[src/rtl/sprite_palette_ram.sv]
// ---------------------------------------------------------------------------
// sprite_palette_ram
//
// Runtime-writable, multi-bank colour palette for the HDMI piece renderer.
// Holds NUM_PALETTES banks of 2^INDEX_W RGB entries in one RAM, cleared to
// KEY_RGB after every reset. Each pixel lookup is a 2-stage pipeline:
//   stage 1 : synchronous RAM read + registered valid / highlight / range flag
//   stage 2 : colour-key detection, optional highlight tint, output registers
// A host-side write port reloads colours once the clear sequence has finished.
//
// Ports
//   clk          pixel clock, all state on the rising edge
//   resetn       asynchronous active-low reset
//   pix_valid_i  lookup request this cycle
//   pix_pal_i    bank select for the lookup
//   pix_index_i  palette index for the lookup
//   pix_hl_i     apply the highlight tint to this pixel
//   pix_valid_o  output pixel valid (only qualifier of the colour outputs)
//   red/green/blue resolved colour channels
//   pix_transp_o pixel is transparent (colour key hit or bank out of range)
//   wr_valid     host write request
//   wr_ready     host write accepted when wr_valid && wr_ready
//   wr_pal       target bank of the write
//   wr_index     target entry of the write
//   wr_rgb       colour to store, packed {r,g,b}
//   init_done    high once the post-reset memory clear has completed
// ---------------------------------------------------------------------------
module sprite_palette_ram #(
    parameter int                 INDEX_W      = 4,
    parameter int                 NUM_PALETTES = 12,
    parameter int                 COLOR_W      = 4,
    parameter logic [3*COLOR_W-1:0] KEY_RGB    = 12'hF0F,
    parameter logic [3*COLOR_W-1:0] HL_RGB     = 12'h0F0,
    parameter int                 PAL_W        = $clog2(NUM_PALETTES)
) (
    input  logic                 clk,
    input  logic                 resetn,

    // pixel lookup
    input  logic                 pix_valid_i,
    input  logic [PAL_W-1:0]     pix_pal_i,
    input  logic [INDEX_W-1:0]   pix_index_i,
    input  logic                 pix_hl_i,
    output logic                 pix_valid_o,
    output logic [COLOR_W-1:0]   red,
    output logic [COLOR_W-1:0]   green,
    output logic [COLOR_W-1:0]   blue,
    output logic                 pix_transp_o,

    // host write port
    input  logic                 wr_valid,
    output logic                 wr_ready,
    input  logic [PAL_W-1:0]     wr_pal,
    input  logic [INDEX_W-1:0]   wr_index,
    input  logic [3*COLOR_W-1:0] wr_rgb,

    output logic                 init_done
);

    localparam int RGB_W      = 3 * COLOR_W;
    localparam int BANK_DEPTH = 1 << INDEX_W;
    localparam int DEPTH      = NUM_PALETTES * BANK_DEPTH;
    // {pal, index} is exactly pal * 2^INDEX_W + index.
    localparam int ADDR_W     = PAL_W + INDEX_W;

    localparam logic [PAL_W:0]    PAL_LIMIT = (PAL_W + 1)'(NUM_PALETTES);
    localparam logic [ADDR_W-1:0] LAST_ADDR = ADDR_W'(DEPTH - 1);

    typedef enum logic {
        ST_INIT,
        ST_RUN
    } state_t;

    // -----------------------------------------------------------------------
    // Control FSM: clear every word to the colour key, then run forever.
    // -----------------------------------------------------------------------
    state_t            state;
    logic [ADDR_W-1:0] init_cnt;

    // NOTE: sequential state uses non-blocking assignments so every register
    // samples the pre-edge value of every other register.
    always_ff @(posedge clk or negedge resetn) begin
        if (!resetn) begin
            state     <= ST_INIT;
            init_cnt  <= '0;
            wr_ready  <= 1'b0;
            init_done <= 1'b0;
        end else begin
            case (state)
                ST_INIT: begin
                    init_cnt <= init_cnt + 1'b1;
                    if (init_cnt == LAST_ADDR) begin
                        state     <= ST_RUN;
                        init_cnt  <= '0;
                        wr_ready  <= 1'b1;
                        init_done <= 1'b1;
                    end
                end
                ST_RUN: begin
                    // Only reset leaves RUN.
                    state <= ST_RUN;
                end
                default: begin
                    state    <= ST_INIT;
                    init_cnt <= '0;
                end
            endcase
        end
    end

    // -----------------------------------------------------------------------
    // RAM write port: the init sweep owns the port during INIT, the host
    // owns it during RUN. Writes to a non-existent bank are accepted by the
    // handshake but never reach the array.
    // -----------------------------------------------------------------------
    logic              wr_in_range;
    logic              mem_we;
    logic [ADDR_W-1:0] mem_waddr;
    logic [RGB_W-1:0]  mem_wdata;

    assign wr_in_range = ({1'b0, wr_pal} < PAL_LIMIT);

    // NOTE: every signal assigned in always_comb gets a default first, so no
    // path through the block can leave it unassigned and infer a latch.
    always_comb begin
        mem_we    = 1'b0;
        mem_waddr = '0;
        mem_wdata = '0;
        if (state == ST_INIT) begin
            mem_we    = 1'b1;
            mem_waddr = init_cnt;
            mem_wdata = KEY_RGB;
        end else if (wr_valid && wr_ready && wr_in_range) begin
            mem_we    = 1'b1;
            mem_waddr = {wr_pal, wr_index};
            mem_wdata = wr_rgb;
        end
    end

    logic [RGB_W-1:0] mem [DEPTH];

    // NOTE: the array has no reset branch so it maps onto block RAM; its
    // contents are defined by the INIT sweep instead.
    always_ff @(posedge clk) begin
        if (mem_we) begin
            mem[mem_waddr] <= mem_wdata;
        end
    end

    // -----------------------------------------------------------------------
    // Lookup stage 1: registered RAM read. Reading and writing the same word
    // on one edge returns the old contents (read-before-write).
    // An out-of-range bank reads word 0; its data is ignored in stage 2.
    // -----------------------------------------------------------------------
    logic              pix_in_range;
    logic [ADDR_W-1:0] rd_addr;
    logic [RGB_W-1:0]  s1_rgb;
    logic              s1_valid;
    logic              s1_hl;
    logic              s1_oor;

    assign pix_in_range = ({1'b0, pix_pal_i} < PAL_LIMIT);
    assign rd_addr      = pix_in_range ? {pix_pal_i, pix_index_i} : '0;

    always_ff @(posedge clk) begin
        if (pix_valid_i) begin
            s1_rgb <= mem[rd_addr];
        end
    end

    always_ff @(posedge clk or negedge resetn) begin
        if (!resetn) begin
            s1_valid <= 1'b0;
            s1_hl    <= 1'b0;
            s1_oor   <= 1'b0;
        end else begin
            // Requests during INIT (including its last cycle) are dropped.
            s1_valid <= pix_valid_i && (state == ST_RUN);
            s1_hl    <= pix_hl_i;
            s1_oor   <= !pix_in_range;
        end
    end

    // -----------------------------------------------------------------------
    // Lookup stage 2: colour resolution.
    // The tint halves both the stored and highlight channels before adding,
    // so the sum is at most 2*(2^(COLOR_W-1)-1) and cannot overflow.
    // -----------------------------------------------------------------------
    logic [RGB_W-1:0] tint_rgb;
    logic [RGB_W-1:0] res_rgb;
    logic             res_transp;

    always_comb begin
        tint_rgb = '0;
        for (int c = 0; c < 3; c++) begin
            tint_rgb[c*COLOR_W +: COLOR_W] =
                (s1_rgb[c*COLOR_W +: COLOR_W] >> 1) +
                (HL_RGB[c*COLOR_W +: COLOR_W] >> 1);
        end
    end

    always_comb begin
        res_rgb    = KEY_RGB;
        res_transp = 1'b1;
        // Key hits and missing banks stay transparent; highlight is ignored.
        if (!s1_oor && (s1_rgb != KEY_RGB)) begin
            res_transp = 1'b0;
            res_rgb    = s1_hl ? tint_rgb : s1_rgb;
        end
    end

    // Colour and transparency only update on a valid pixel and otherwise
    // hold; pix_valid_o is their sole qualifier.
    always_ff @(posedge clk or negedge resetn) begin
        if (!resetn) begin
            pix_valid_o  <= 1'b0;
            red          <= '0;
            green        <= '0;
            blue         <= '0;
            pix_transp_o <= 1'b0;
        end else begin
            pix_valid_o <= s1_valid;
            if (s1_valid) begin
                red          <= res_rgb[2*COLOR_W +: COLOR_W];
                green        <= res_rgb[1*COLOR_W +: COLOR_W];
                blue         <= res_rgb[0*COLOR_W +: COLOR_W];
                pix_transp_o <= res_transp;
            end
        end
    end

endmodule

[config.mk]
export PLATFORM = sky130hd
export DESIGN_NAME = sprite_palette_ram
export DESIGN_NICKNAME = d
export VERILOG_FILES = /design/src/rtl/sprite_palette_ram.sv
export SDC_FILE = /design/constraint.sdc
export NUM_CORES = 2
export LEC_CHECK = 0
export ABC_AREA = 0
export CORE_MARGIN = 2
export CORE_UTILIZATION = 45
export DETAILED_ROUTE_END_ITERATION = 6
export PLACE_DENSITY_LB_ADDON = 0.08
export SYNTH_ARGS = -nofsm -noshare
export SYNTH_HDL_FRONTEND = slang
export SYNTH_SLANG_ARGS = --single-unit
[constraint.sdc]
create_clock -name clk -period 3.9 [get_ports clk]
set_input_delay 0.78 -clock clk [delete_from_list [all_inputs] [get_ports clk]]
set_output_delay 0.78 -clock clk [all_outputs]
set_load 0.03 [all_outputs]
==> metrics.txt <==
hold_ws=0.322 ns; initial antenna violation count=7; status=complete, no violations; EDFF count, synth=2,316; Starting DRT DRC Count=6,319; Max Clock Skew=0.0510 ns; first element of the critical path=pix_pal_i[2]; Max clock buf depth=4; Die Wd=458 um; Synth Net Count=5,872; Via density=5.98; post-synthesis async set-or-reset flop share=0.0115; H-tree Lvls=5; Yosys top cell by area=edfxtp_1; Hold WC Path Type=input port to flop; Max-Cap Viols=0; Filler cells=16,400; R2R cell count=9; share of cells above drive strength 1=0.211; Startpoint Class=input port; CP Class=input port to flop; synthesized area per cell=15.9 um^2; crit end category=flop; Synth Register Bits=2,343; Reg2Reg Setup Slack=0.94 ns; fmax=278 MHz; vias post-DR=56,900; clock sink total=2,343; Hold Vio Cnt, Final=0; most frequent cell after synthesis=edfxtp_1; layout overhead on the synthesized area=21.1%; Crit Path Max Fanout=18; pins over their slew limit=0; Clock Tree Root=clkbuf_16; synth top area cells=edfxtp_1, mux2i_1, a21oi_1, nand2_1, mux4_2; synth unique cells=76; Setup crit end=s1_rgb[8]$_DFFE_PP_; Period Utilization, post-route=0.922; drt total wl=296 mm; DIE AREA=210,000 um^2; Port Buf Inserts=48; power per cell area=486 nW/um^2; grt total ovfl=0; max_slew headroom=0.154; static leakage=35.2 nW; Post-DRT Antenna Nets=0; HPWL reported at the end of detailed placement=194 mm; crit path DAT=4.24 ns; Ports=49; Synth top cells by count=edfxtp_1, nand2_1, a21oi_1; first-pass GRT wire length=418 mm; Pre-antenna DRT Iters=6; GPL Wtd Cong=0.973; Synth top area share=0.749; reg2reg start=mem[63][8]$_DFFE_PP_; vias in the first global route=54,700; Starting Density=0.453; synth warn=0; WL/cell=31.1 um; largest net degree at the start of global routing=97; Final nets=6,673; worst endpoint required time=4.54 ns; worst-skew pair later-pin latency=0.92 ns; core area=205,000 um^2; Slew @ Worst Pin=1.26 ns; RSZ-0062 raised after global routing=no; Mapped Cells=5,837; # setup viols final=0; Mapped Area=92,800 um^2; Max VDD drop=477 uV; sequential share of the synthesized area=0.757; CTS buffer count=274; Die Span Y=458 um; Place WS=-0.509 ns; Core Util, Final=0.549; clock-pin slew on the worst setup and hold paths=0.05 ns; Main synth FF type=edfxtp_1; post-route setup slack=0.304 ns; crit path time final=3.60 ns; reg2reg end=s1_rgb[8]$_DFFE_PP_; FP Rows=166; GRT Total Usage=0.279; CTS tree=built; Post-route DRC=0
[flip-flops by register name (all words and copies together) (netlist names)]
| signal | count |
|---|---|
| mem | 2304 |
| s1_rgb | 12 |
| init_cnt | 8 |
| blue | 4 |
| green | 4 |
| red | 4 |
| init_done | 1 |
| pix_transp_o | 1 |
| pix_valid_o | 1 |
| s1_hl | 1 |
| s1_oor | 1 |
| s1_valid | 1 |
| state | 1 |
[final cells by class]
| class | instances | area [um^2] | share of cell area |
|---|---|---|---|
| Sequential cell | 2343 | 70200 | 0.625 |
| Timing Repair Buffer | 934 | 9820 | 0.0874 |
| Antenna cell | 6 | 15.0 | 0.000134 |
| Multi-Input combinational cell | 3071 | 20700 | 0.184 |
| Tap cell | 2688 | 3360 | 0.0299 |
| Clock buffer | 358 | 7410 | 0.0659 |
| Clock inverter | 102 | 779 | 0.00694 |
| Inverter | 14 | 57.6 | 0.000512 |
[worst min path at each step]
stage | start | endpoint | slack [ns] | depth (start not counted)
final | pix_hl_i | s1_hl$_DFF_PN0_ | 0.32 | 1
after global routing | pix_hl_i | s1_hl$_DFF_PN0_ | 0.29 | 1
after CTS | pix_hl_i | s1_hl$_DFF_PN0_ | 0.26 | 1
after detailed placement | pix_transp_o$_DFFE_PN0P_ | pix_transp_o$_DFFE_PN0P_ | 0.49 | 2
after global placement | pix_transp_o$_DFFE_PN0P_ | pix_transp_o$_DFFE_PN0P_ | 0.48 | 2
after floorplan | s1_valid$_DFF_PN0_ | pix_valid_o$_DFF_PN0_ | 0.42 | 0
[placed cells by master, fill, tap and decap left out, drive strengths merged, types with 10 or more instances in the layout]
master and instances:
nor2 273, nor3 42, nand2 643, or4 10
clkbuf 358, a211oi 49, a22oi 137, inv 15
o211ai 45, bufinv 13, a221oi 48, mux2i 449
nand4 17, o2111ai 31, a21oi 512, nor2b 11
o31ai 15, edfxtp 2316, nand3 71, clkinv 85
a32oi 12, o21ai 171, clkdlybuf4s50 44, a22o 19
a31oi 35, a221o 20, dfrtp 27, nand2b 12
o221ai 74, buf 889, mux2 96, o22ai 88
mux4 77
[worst max-delay path, stage by stage]
cell	delay (ns)
clkdlybuf4s50_1	0.52
buf_12	0.16
a21bo_4	0.17
buf_12	0.19
buf_4	0.15
mux4_2	0.48
a22oi_1	0.24
o2111ai_1	0.48
o211ai_1	0.66
buf_4	0.25
o221ai_1	0.10
[per-stage QoR]
step	power [W]	area [um^2]	std cells	TNS, ns
4_1_cts	0.0549	112000	9509	0
6_report	0.0546	112000	9516	0
3_5_place_dp	0.0311	104000	9048	-4.05
2_1_floorplan	0.0294	92800	5837	-843.37
5_1_grt	0.0560	112000	9513	0
3_3_place_gp	0.0311	104000	9048	-6.47
[kinds of logic after synthesis]
group	count (synthesis)	share of synthesized area
flip-flops	2343	0.757
AO/OA/AOI/OAI	1329	0.0921
multiplexers	622	0.0788
buffers and inverters	423	0.0225
XOR/XNOR	5	0.000472
AND/OR/NAND/NOR	1113	0.0492
adder cells (fa/ha/maj)	2	0.000270
[layer usage]
layer,vias up,GRT usage,routed length (um)
li1,24600,-,-
met1,29400,0.404,126000
met2,2435,0.433,137000
met3,472,0.0439,21900
met4,0,0.0961,10600
met5,-,0,0
[what timing repair did]
item	in CTS	in global routing
setup buffers	0	0
endpoints found under the setup margin	0	0
hold buffers	1	0
resized for setup	0	0
hold endpoints to repair	27	0
[report_power, final]
group          switching [W]  total, W  internal, W
clock                0.00978    0.0239       0.0141
combinational        0.00208   0.00336      0.00129
sequential         0.0000317    0.0273       0.0273
total                 0.0119    0.0546       0.0427
Power figures use the tool's default switching activity.
